**src/rtl/hazard_ctrl_gen.sv**
```systemverilog
// hazard_ctrl_gen: hazard / forwarding controller for the in-order LA32 pipeline
// (IF1, IF2, ID, then NFWD producer stages, stage 1 = EX ... stage NFWD = WB).
//
// Ports:
//   clk_i, reset_i         clock, synchronous active-high reset
//   id_src_ren_i/reg_i     ID source operand read enables / indices (slice i)
//   id_pc_i, id_false_bp_i ID PC and "predicted taken on a non-branch" flag
//   st_wen_i/rd_i/late_i   per producer stage: GPR write, destination, result not forwardable
//   st_flush_i             per stage flush-younger request; exc_target_i goes with the WB one
//   ex_busy_i, ex_mispredict_i, ex_target_i   EX multicycle busy / branch correction
//   icache_miss_i, icache_not_ready_i, if_ready_i, dcache_miss_i   memory-side status
//   fwd_sel_o              per operand: 0 = regfile, s = forward from stage s
//   reg_wen_o/reg_flush_o  pipeline register controls, 0 = IF1/IF2, 1 = IF2/ID, 2 = ID/EX, 2+s = s->s+1
//   pc_wen_o, pc_redirect_o, pc_target_o   PC update controls
//   perf_stall_o, perf_redirect_o           saturating performance counters
module hazard_ctrl_gen #(
  parameter int NSRC = 3,
  parameter int NFWD = 4,
  parameter int REGW = 5,
  parameter int PCW  = 32,
  parameter int CNTW = 32,
  localparam int SELW = $clog2(NFWD + 1)
) (
  input  logic                   clk_i,
  input  logic                   reset_i,
  input  logic [NSRC-1:0]        id_src_ren_i,
  input  logic [NSRC*REGW-1:0]   id_src_reg_i,
  input  logic [PCW-1:0]         id_pc_i,
  input  logic                   id_false_bp_i,
  input  logic [NFWD-1:0]        st_wen_i,
  input  logic [NFWD*REGW-1:0]   st_rd_i,
  input  logic [NFWD-1:0]        st_late_i,
  input  logic [NFWD-1:0]        st_flush_i,
  input  logic [PCW-1:0]         exc_target_i,
  input  logic                   ex_busy_i,
  input  logic                   ex_mispredict_i,
  input  logic [PCW-1:0]         ex_target_i,
  input  logic                   icache_miss_i,
  input  logic                   icache_not_ready_i,
  input  logic                   if_ready_i,
  input  logic                   dcache_miss_i,
  output logic [NSRC*SELW-1:0]   fwd_sel_o,
  output logic [NFWD+1:0]        reg_wen_o,
  output logic [NFWD+1:0]        reg_flush_o,
  output logic                   pc_wen_o,
  output logic                   pc_redirect_o,
  output logic [PCW-1:0]         pc_target_o,
  output logic [CNTW-1:0]        perf_stall_o,
  output logic [CNTW-1:0]        perf_redirect_o
);

  typedef enum logic [0:0] {RUN = 1'b0, PEND = 1'b1} state_e;

  state_e               state_q, state_d;
  logic [PCW-1:0]       tgt_q, tgt_d;
  logic [CNTW-1:0]      stall_q, redir_q;

  logic [NSRC*SELW-1:0] fwd_sel_s;
  logic                 hazard_late_s;
  logic [NFWD+1:0]      wen_s, flush_s, fsm_flush_s;
  logic                 pcw_s, fsm_pcw_s, fsm_redirect_s;
  logic                 req_s, req_exc_s;
  logic [PCW-1:0]       req_tgt_s, fsm_tgt_s, pend_tgt_s;
  logic [SELW-1:0]      oldest_s;

  // Forwarding select per operand: scanning WB down to EX lets the youngest match win.
  always_comb begin
    logic [SELW-1:0] sel_v;
    fwd_sel_s     = '0;
    hazard_late_s = 1'b0;
    for (int i = 0; i < NSRC; i++) begin
      sel_v = '0;
      if (id_src_ren_i[i] && (id_src_reg_i[i*REGW +: REGW] != '0)) begin
        for (int s = NFWD; s >= 1; s--) begin
          if (st_wen_i[s-1] && (st_rd_i[(s-1)*REGW +: REGW] == id_src_reg_i[i*REGW +: REGW])) begin
            sel_v = SELW'(s);
          end else begin
            sel_v = sel_v;
          end
        end
      end else begin
        sel_v = '0;
      end
      fwd_sel_s[i*SELW +: SELW] = sel_v;
      for (int s = 1; s <= NFWD; s++) begin
        hazard_late_s = hazard_late_s | ((sel_v == SELW'(s)) & st_late_i[s-1]);
      end
    end
  end

  // Oldest stage raising a flush request (0 when none).
  always_comb begin
    oldest_s = '0;
    for (int s = 1; s <= NFWD; s++) begin
      if (st_flush_i[s-1]) begin
        oldest_s = SELW'(s);
      end else begin
        oldest_s = oldest_s;
      end
    end
  end

  // Fixed-priority stall/flush/redirect-request resolution.
  always_comb begin
    wen_s     = '1;
    flush_s   = '0;
    pcw_s     = 1'b1;
    req_s     = 1'b0;
    req_exc_s = 1'b0;
    req_tgt_s = '0;
    if (dcache_miss_i) begin
      // Only the last register keeps moving so WB can retire while memory stalls.
      wen_s              = '0;
      wen_s[NFWD+1]      = 1'b1;
      flush_s[NFWD+1]    = 1'b1;
      pcw_s              = 1'b0;
    end else if (st_flush_i != '0) begin
      for (int b = 0; b <= NFWD + 1; b++) begin
        flush_s[b] = (b <= (int'(oldest_s) + 1));
      end
      if (oldest_s == SELW'(NFWD)) begin
        req_s     = 1'b1;
        req_exc_s = 1'b1;
        req_tgt_s = exc_target_i;
      end else begin
        pcw_s = 1'b0;
      end
    end else if (ex_busy_i) begin
      wen_s[2:0] = 3'b000;
      flush_s[3] = 1'b1;
      pcw_s      = 1'b0;
    end else if (hazard_late_s) begin
      wen_s[1:0] = 2'b00;
      flush_s[2] = 1'b1;
      pcw_s      = 1'b0;
    end else if (ex_mispredict_i) begin
      req_s        = 1'b1;
      req_tgt_s    = ex_target_i;
      flush_s[2:0] = 3'b111;
    end else if (id_false_bp_i) begin
      req_s        = 1'b1;
      req_tgt_s    = id_pc_i + PCW'(4);
      flush_s[1:0] = 2'b11;
    end else if (icache_miss_i) begin
      wen_s[0]   = 1'b0;
      flush_s[1] = 1'b1;
      pcw_s      = 1'b0;
    end else if (icache_not_ready_i) begin
      flush_s[0] = 1'b1;
      pcw_s      = 1'b0;
    end else begin
      pcw_s = 1'b1;
    end
  end

  // Redirect FSM: a request fetch cannot take is parked in PEND until if_ready.
  always_comb begin
    state_d        = state_q;
    tgt_d          = tgt_q;
    fsm_pcw_s      = pcw_s;
    fsm_redirect_s = 1'b0;
    fsm_tgt_s      = '0;
    fsm_flush_s    = flush_s;
    // Only a WB exception may replace a parked target; everything younger is moot.
    pend_tgt_s     = req_exc_s ? exc_target_i : tgt_q;
    case (state_q)
      RUN: begin
        if (req_s && if_ready_i) begin
          fsm_pcw_s      = 1'b1;
          fsm_redirect_s = 1'b1;
          fsm_tgt_s      = req_tgt_s;
        end else if (req_s) begin
          fsm_pcw_s = 1'b0;
          tgt_d     = req_tgt_s;
          state_d   = PEND;
        end else begin
          state_d = RUN;
        end
      end
      PEND: begin
        tgt_d          = pend_tgt_s;
        fsm_redirect_s = 1'b1;
        fsm_tgt_s      = pend_tgt_s;
        fsm_flush_s[0] = 1'b1;
        if (if_ready_i && !dcache_miss_i) begin
          fsm_pcw_s = 1'b1;
          state_d   = RUN;
        end else begin
          fsm_pcw_s = 1'b0;
        end
      end
      default: begin
        state_d = RUN;
      end
    endcase
  end

  // Output stage: the reset cycle presents a fully flushed, frozen-PC pipeline.
  always_comb begin
    if (reset_i) begin
      fwd_sel_o     = '0;
      reg_wen_o     = '1;
      reg_flush_o   = '1;
      pc_wen_o      = 1'b0;
      pc_redirect_o = 1'b0;
      pc_target_o   = '0;
    end else begin
      fwd_sel_o     = fwd_sel_s;
      reg_wen_o     = wen_s;
      reg_flush_o   = fsm_flush_s;
      pc_wen_o      = fsm_pcw_s;
      pc_redirect_o = fsm_redirect_s;
      pc_target_o   = fsm_tgt_s;
    end
  end

  // State, parked target and saturating performance counters.
  always_ff @(posedge clk_i) begin
    if (reset_i) begin
      state_q <= RUN;
      tgt_q   <= '0;
      stall_q <= '0;
      redir_q <= '0;
    end else begin
      state_q <= state_d;
      tgt_q   <= tgt_d;
      if (!fsm_pcw_s && (stall_q != '1)) begin
        stall_q <= stall_q + CNTW'(1);
      end else begin
        stall_q <= stall_q;
      end
      if (fsm_pcw_s && fsm_redirect_s && (redir_q != '1)) begin
        redir_q <= redir_q + CNTW'(1);
      end else begin
        redir_q <= redir_q;
      end
    end
  end

  assign perf_stall_o    = stall_q;
  assign perf_redirect_o = redir_q;

endmodule

```
**config.mk**
```make
export PLATFORM = sky130hd
export DESIGN_NAME = hazard_ctrl_gen
export DESIGN_NICKNAME = d
export VERILOG_FILES = /design/src/rtl/hazard_ctrl_gen.sv
export SDC_FILE = /design/constraint.sdc
export NUM_CORES = 1
export LEC_CHECK = 0
export BUFFER_PORTS_ARGS = -buffer_cell sky130_fd_sc_hd__buf_2
export CAP_MARGIN = 20
export CORE_MARGIN = 4
export CORE_UTILIZATION = 35
export DETAILED_ROUTE_END_ITERATION = 8
export GPL_ROUTABILITY_DRIVEN = 0
export SLEW_MARGIN = 5
export SYNTH_ARGS = -nofsm -noshare
export SYNTH_HDL_FRONTEND = slang
export SYNTH_SLANG_ARGS = --single-unit
```
**constraint.sdc**
```tcl
create_clock -name clk_i -period 3.1 [get_ports clk_i]
set_clock_uncertainty 0.05 [all_clocks]
set_input_delay 0.155 -clock clk_i [delete_from_list [all_inputs] [get_ports clk_i]]
set_output_delay 0.155 -clock clk_i [all_outputs]
set_load 0.01 [all_outputs]
```
# == Word-level counts from Yosys, hierarchy flattened ==
# Index checks and enable logic that the tools add are counted.
# classes
addsub,4
magnitude_cmp,6
n_eq_ne,29
n_mux,90
bitwise,24
reduce_logical,27
# op_table
op,n
32-bit two-way mux,12
32-bit case mux with 2 select lines,2
32-bit by 1-bit adder with 32-bit output (second input constant),2
3-bit by 32-bit <= comparator with 1-bit output (first input constant),2
32-bit inequality test (second input constant),2
3-bit two-way mux,21
5-bit == test,12
1-bit two-way mux,41
32-bit by 3-bit adder with 32-bit output (second input constant),1
1-bit by 32-bit <= comparator with 1-bit output (first input constant),1
2-bit by 32-bit <= comparator with 1-bit output (first input constant),1
4-bit by 32-bit <= comparator with 1-bit output (first input constant),1
1-bit logical AND,20
3-bit by 2-bit == test with 1-bit output (second input constant),6
5-bit nonzero test,3
1-bit AND,12
3-bit == test (second input constant),4
2-bit two-way mux,6
6-bit two-way mux,2
1-bit OR,11
3-bit by 1-bit == test with 1-bit output (second input constant),3
9-bit two-way mux,1
1-bit case mux with 2 select lines,3
5-bit two-way mux,1
8 further kinds,10
# totals
reg_bits,97
in_bits,155
elab_cells,184

# == Depth between registers and ports, before layout ==
# logic_depth
ltp_word,29
ltp_mapped,13

# == Worst setup path after synthesis ==
# OpenSTA, ideal clock, no wires.
# synth_timing
kind,input port to output port
start,input id_src_reg_i[2]
end,output pc_target_o[0]
arrival_ns,2.647
required_time_ns,2.895
slack_ns,0.248
cell_stages,12
n_path_buf,2
path_cell_list,buf_2 > or4_4 > o21ai_2 > nor3_1 > o31a_1 > a211oi_2 > nand4b_4 > and2_1 > nor3_2 > buf_2 > a22oi_1 > nor2_1
# synth_between
elab_chain_cells,28
elab_cells_between_ends,46
classes_between,8 x eq/ne; 16 x mux; 15 x bitwise; 7 x reduce/logical
# synth_lines
element,line,source
from (decl),27,"input logic [NSRC*REGW-1:0] id_src_reg_i,"
5-bit == test,75,if (st_wen_i[s-1] && (st_rd_i[(s-1)*REGW +: REGW] == id_src_reg_i[i*REGW +: REGW])) begin
1-bit logical AND,75,
3-bit two-way mux (4 in a row),75,
3-bit two-way mux (*),73,if (id_src_ren_i[i] && (id_src_reg_i[i*REGW +: REGW] != '0)) begin
3-bit by 1-bit == test with 1-bit output / 3-bit by 2-bit == test with 1-bit output (equally long branches),86,hazard_late_s = hazard_late_s | ((sel_v == SELW'(s)) & st_late_i[s-1]);
1-bit AND,86,
1-bit OR (2 in a row),86,
1-bit OR (*) (9 in a row),86,
1-bit two-way mux,132,end else if (hazard_late_s) begin
1-bit two-way mux,128,end else if (ex_busy_i) begin
1-bit two-way mux,117,end else if (st_flush_i != '0) begin
1-bit two-way mux,111,if (dcache_miss_i) begin
1-bit logical AND,168,if (req_s && if_ready_i) begin
32-bit two-way mux (*),168,
32-bit case mux with 2 select lines (*),166,case (state_q)
32-bit two-way mux (*),200,if (reset_i) begin
to (decl),47,"output logic [PCW-1:0] pc_target_o,"
# Mark *: on every way between the ends. The rest lies on a longest branch, timed or not.

# == Worst setup path after layout ==
# layout_timing
start,input id_src_reg_i[2]
end,output pc_target_o[31]
# Same word-level chain as after synthesis.

==> key figures <==
GRT
  – Vias in the first global route: 8,522
  – Met1 usage: 0.269
  – Largest net degree at the start of global routing: 50
  – Global-route wire length before repair: 43,300 µm
  – GRT Overall Usage: 0.216
  – Total grt overflow: 0
  – Grt met2 use: 0.373
  – Busiest grt layer: met2
  – Initial antenna violation count: 1
  – Grt met3 use: 0.0513

Detailed routing
  – DR DRC count: 0
  – DR WL/cell: 16.5 µm
  – TritonRoute pass-1 iters: 7
  – Vias per Instance: 5.19
  – Detail Route Antenna Nets: 0
  – WL final: 27,400 µm
  – Via count: 8,596
  – 1st-iter DRT viols: 439

Logic synthesis
  – FFs w/ async S/R, synth: 0
  – Synth Area in Simple Gates: 0.318
  – Cells after synthesis: 1,067
  – Mapped Nets: 1,228
  – Xor/xnor share of the synthesized area: 0.159
  – Avg Cell Area, Syn: 7.19 µm²
  – Synth cell types: 58
  – FF+latch count, synth: 97
  – Synth Area in Adders: 0.00979
  – EDFF count, synth: 0
  – Synthesized area: 7670 µm²
  – Top FF cell, synth: dfxtp_1
  – Seq/Total Area, Yosys: 0.253
  – Post-synthesis mux area share: 0.00799
  – Yosys warnings: 0
  – Largest family of logic cells by synthesized area: simple AND/OR/NAND/NOR gates
  – Post-synthesis compound-gate area fraction: 0.189

Pwr
  – Register share of total power: 0.395
  – Leakage Power: 4.46 nW
  – Internal: 0.00231 W
  – Switching portion of total power: 0.305
  – Peak VDD IR: 0.256 mV
  – Clock group share of total power: 0.340
  – PD cells: 319 nW/µm²
  – Net Sw Power: 0.00101 W
  – Logic pwr share: 0.265

Die
  – Die ar.: 24,300 µm²
  – Initial Util: 0.360
  – Die height: 156 µm
  – I/O pin cnt: 274
  – Core footprint: 21,300 µm²
  – Row count: 53
  – Die Width: 156 µm

Worst setup path
  – Worst R2R Setup Slack: 370 ps
  – Critical Path AT: 2960 ps
  – CP endpoint kind: output port
  – Worst-path fanout max: 8
  – WP data required: 2890 ps
  – CP Class: input port to output port
  – Crit start category: input port

Finish
  – Share of cells above drive strength 1: 0.343
  – Multi-input logic area: 5440 µm²
  – Final nets: 1,537
  – Area Growth Syn to Fin: 35.9%
  – Filler cell count: 2,164
  – Non-filler cells in the finished layout: 1,657
  – Post-route design area: 10,400 µm²
  – Register area: 1940 µm²

Place
  – Worst slack at placement: -73.2 ps
  – Placed Cells: 1,624
  – Port bufs: 272
  – DP HPWL: 20,600 µm
  – Placement-stage cell area: 9760 µm²

Timing
  – Unrepaired setup endpoints after global routing: yes
  – Hold Fails Final Rpt: 0
  – Final period demand of the worst path: 3160 ps
  – Fmax: 0.316 GHz
  – Max_slew headroom: 0.433
  – Finish-stage setup viols: 17
  – Worst-Margin Slew: 842 ps
  – Setup ws final: -60.4 ps
  – Setup TNS: -249 ps
  – Pins Over Slew Limit: 0
  – Tcrit/Tclk final: 1.02
  – Hold WS: 227 ps

Clock network
  – Worst-path clk slew: 70 ps
  – Clock sinks: 97
  – CTS Root Cell: clkbuf_16
  – Worst-case clock buffer depth: 2
  – Num CTS Buffers: 9
  – Clock latency on the worst-skew pair: 350 ps
  – H-tree Lvls: 3
  – CTS tree: built

Outcome
  – Status: complete, but fails checks
  – Failing checks: negative setup slack

Min path
  – Worst Hold Class: input port to flop

Flow run
  – Max cap viols: 0
-- cell families after synthesis --
logic type | after synthesis
and+or+nand+nor | 520
AOI/OAI and AO/OA | 189
xor gates and xnor gates | 139
buffers and inverters | 109
DFF | 97
adders and majority gates | 6
muxes | 6
other | 1
-- repair_timing --
| action | 4_1_cts | 5_1_grt |
|---|---|---|
| hold buffers | 0 | 0 |
| resized for setup | 1 | 37 |
| gates cloned | 0 | 4 |
| setup endpoints to repair | 30 | 33 |
| pin swaps | 1 | 30 |
| setup buffers | 2 | 10 |
-- per-stage QoR --
| stage | util | power, W |
|---|---|---|
| 3_3_place_gp | 0.458 | 0.00215 |
| 2_1_floorplan | - | 0.00182 |
| 3_5_place_dp | 0.458 | 0.00216 |
| 5_1_grt | 0.490 | 0.00351 |
| 4_1_cts | 0.473 | 0.00331 |
| 6_report | 0.490 | 0.00333 |
-- flip-flops by register name, indices dropped and copies added (netlist names) --
signal           count
perf_redirect_o     32
perf_stall_o        32
tgt_q               32
state_q              1
-- worst paths after layout --
check / startpoint / endpoint / depth (start not counted)
hold / removal: reset_i / perf_redirect_o[26]$_SDFFE_PP0P_ / 2
setup reg to reg: perf_stall_o[14]$_SDFFE_PP0P_ / perf_stall_o[21]$_SDFFE_PP0P_ / 11
setup / recovery: id_src_reg_i[2] / pc_target_o[31] / 14
hold reg to reg: tgt_q[30]$_SDFFE_PP0P_ / tgt_q[30]$_SDFFE_PP0P_ / 2
-- worst max-delay path: stages --
cell and delay, ps:
buf_6 100, or4_4 540, o21ai_4 200, nor3_2 60
o31a_1 330, a211oi_4 240, nand4b_4 160, and2_4 180
nor3_4 220, buf_6 180, buf_8 140, a22oi_2 90
nor2_1 180, buf_2 160
-- power by group through the flow --
stage                     Sequential (W)  Clock, W  Combinational (W)
after floorplan                  0.00134         0           0.000479
after CTS                        0.00131   0.00117           0.000824
after detailed placement         0.00134         0           0.000819
after global placement           0.00134         0           0.000810
final                            0.00131   0.00113           0.000882
after global routing             0.00132   0.00122           0.000972
-- per-layer routing --
layer  vias to the layer above  wire length, µm
met5                         -                0
met4                         0              457
met3                        31             1880
met2                       266            13300
met1                      3996            11800
li1                       4303                -
-- area by class of cell --
class                           instances  area share
Antenna cell                            1    0.000240
Clock buffer                           10      0.0220
Clock inverter                          6     0.00624
Inverter                               26     0.00936
Multi-Input combinational cell        861       0.522
Sequential cell                        97       0.186
Tap cell                              275      0.0330
Timing Repair Buffer                  381       0.221
-- cells in the mapped netlist, drive strengths merged, types with 7 or more instances --
library cell / instances / area (µm²)
nand2: 158 / 593
nor2: 153 / 574
dfxtp: 97 / 1940
xnor2: 78 / 683
xor2: 61 / 534
clkbuf: 56 / 210
a22oi: 55 / 413
o21ai: 48 / 263
nand3: 45 / 238
nor3: 38 / 195
a211oi: 30 / 375
nor4: 28 / 175
buf: 27 / 169
inv: 26 / 97.6
a21oi: 24 / 120
and3: 22 / 138
nand4: 22 / 138
or3: 13 / 81.3
nand2b: 9 / 56.3
and4: 7 / 61.3
-- layout by cell type, fill, tap and decap left out, drive strengths merged, types with 3 or more instances in the layout --
master / count
xnor2: 78
or3: 13
nor2b: 6
a21oi: 24
nor2: 153
nand2b: 9
and3: 22
xor2: 61
or4: 5
clkbuf: 13
mux2i: 5
a211oi: 30
a21bo: 3
buf: 378
nand2: 158
o21ai: 48
dfxtp: 97
nand3b: 3
nor3: 38
nand4: 22
nand3: 45
o21a: 3
a21o: 3
ha: 6
o21bai: 6
and2: 5
nor4: 28
and4: 7
o31ai: 4
a22oi: 55
inv: 28
(Power assumes the default switching activity.)
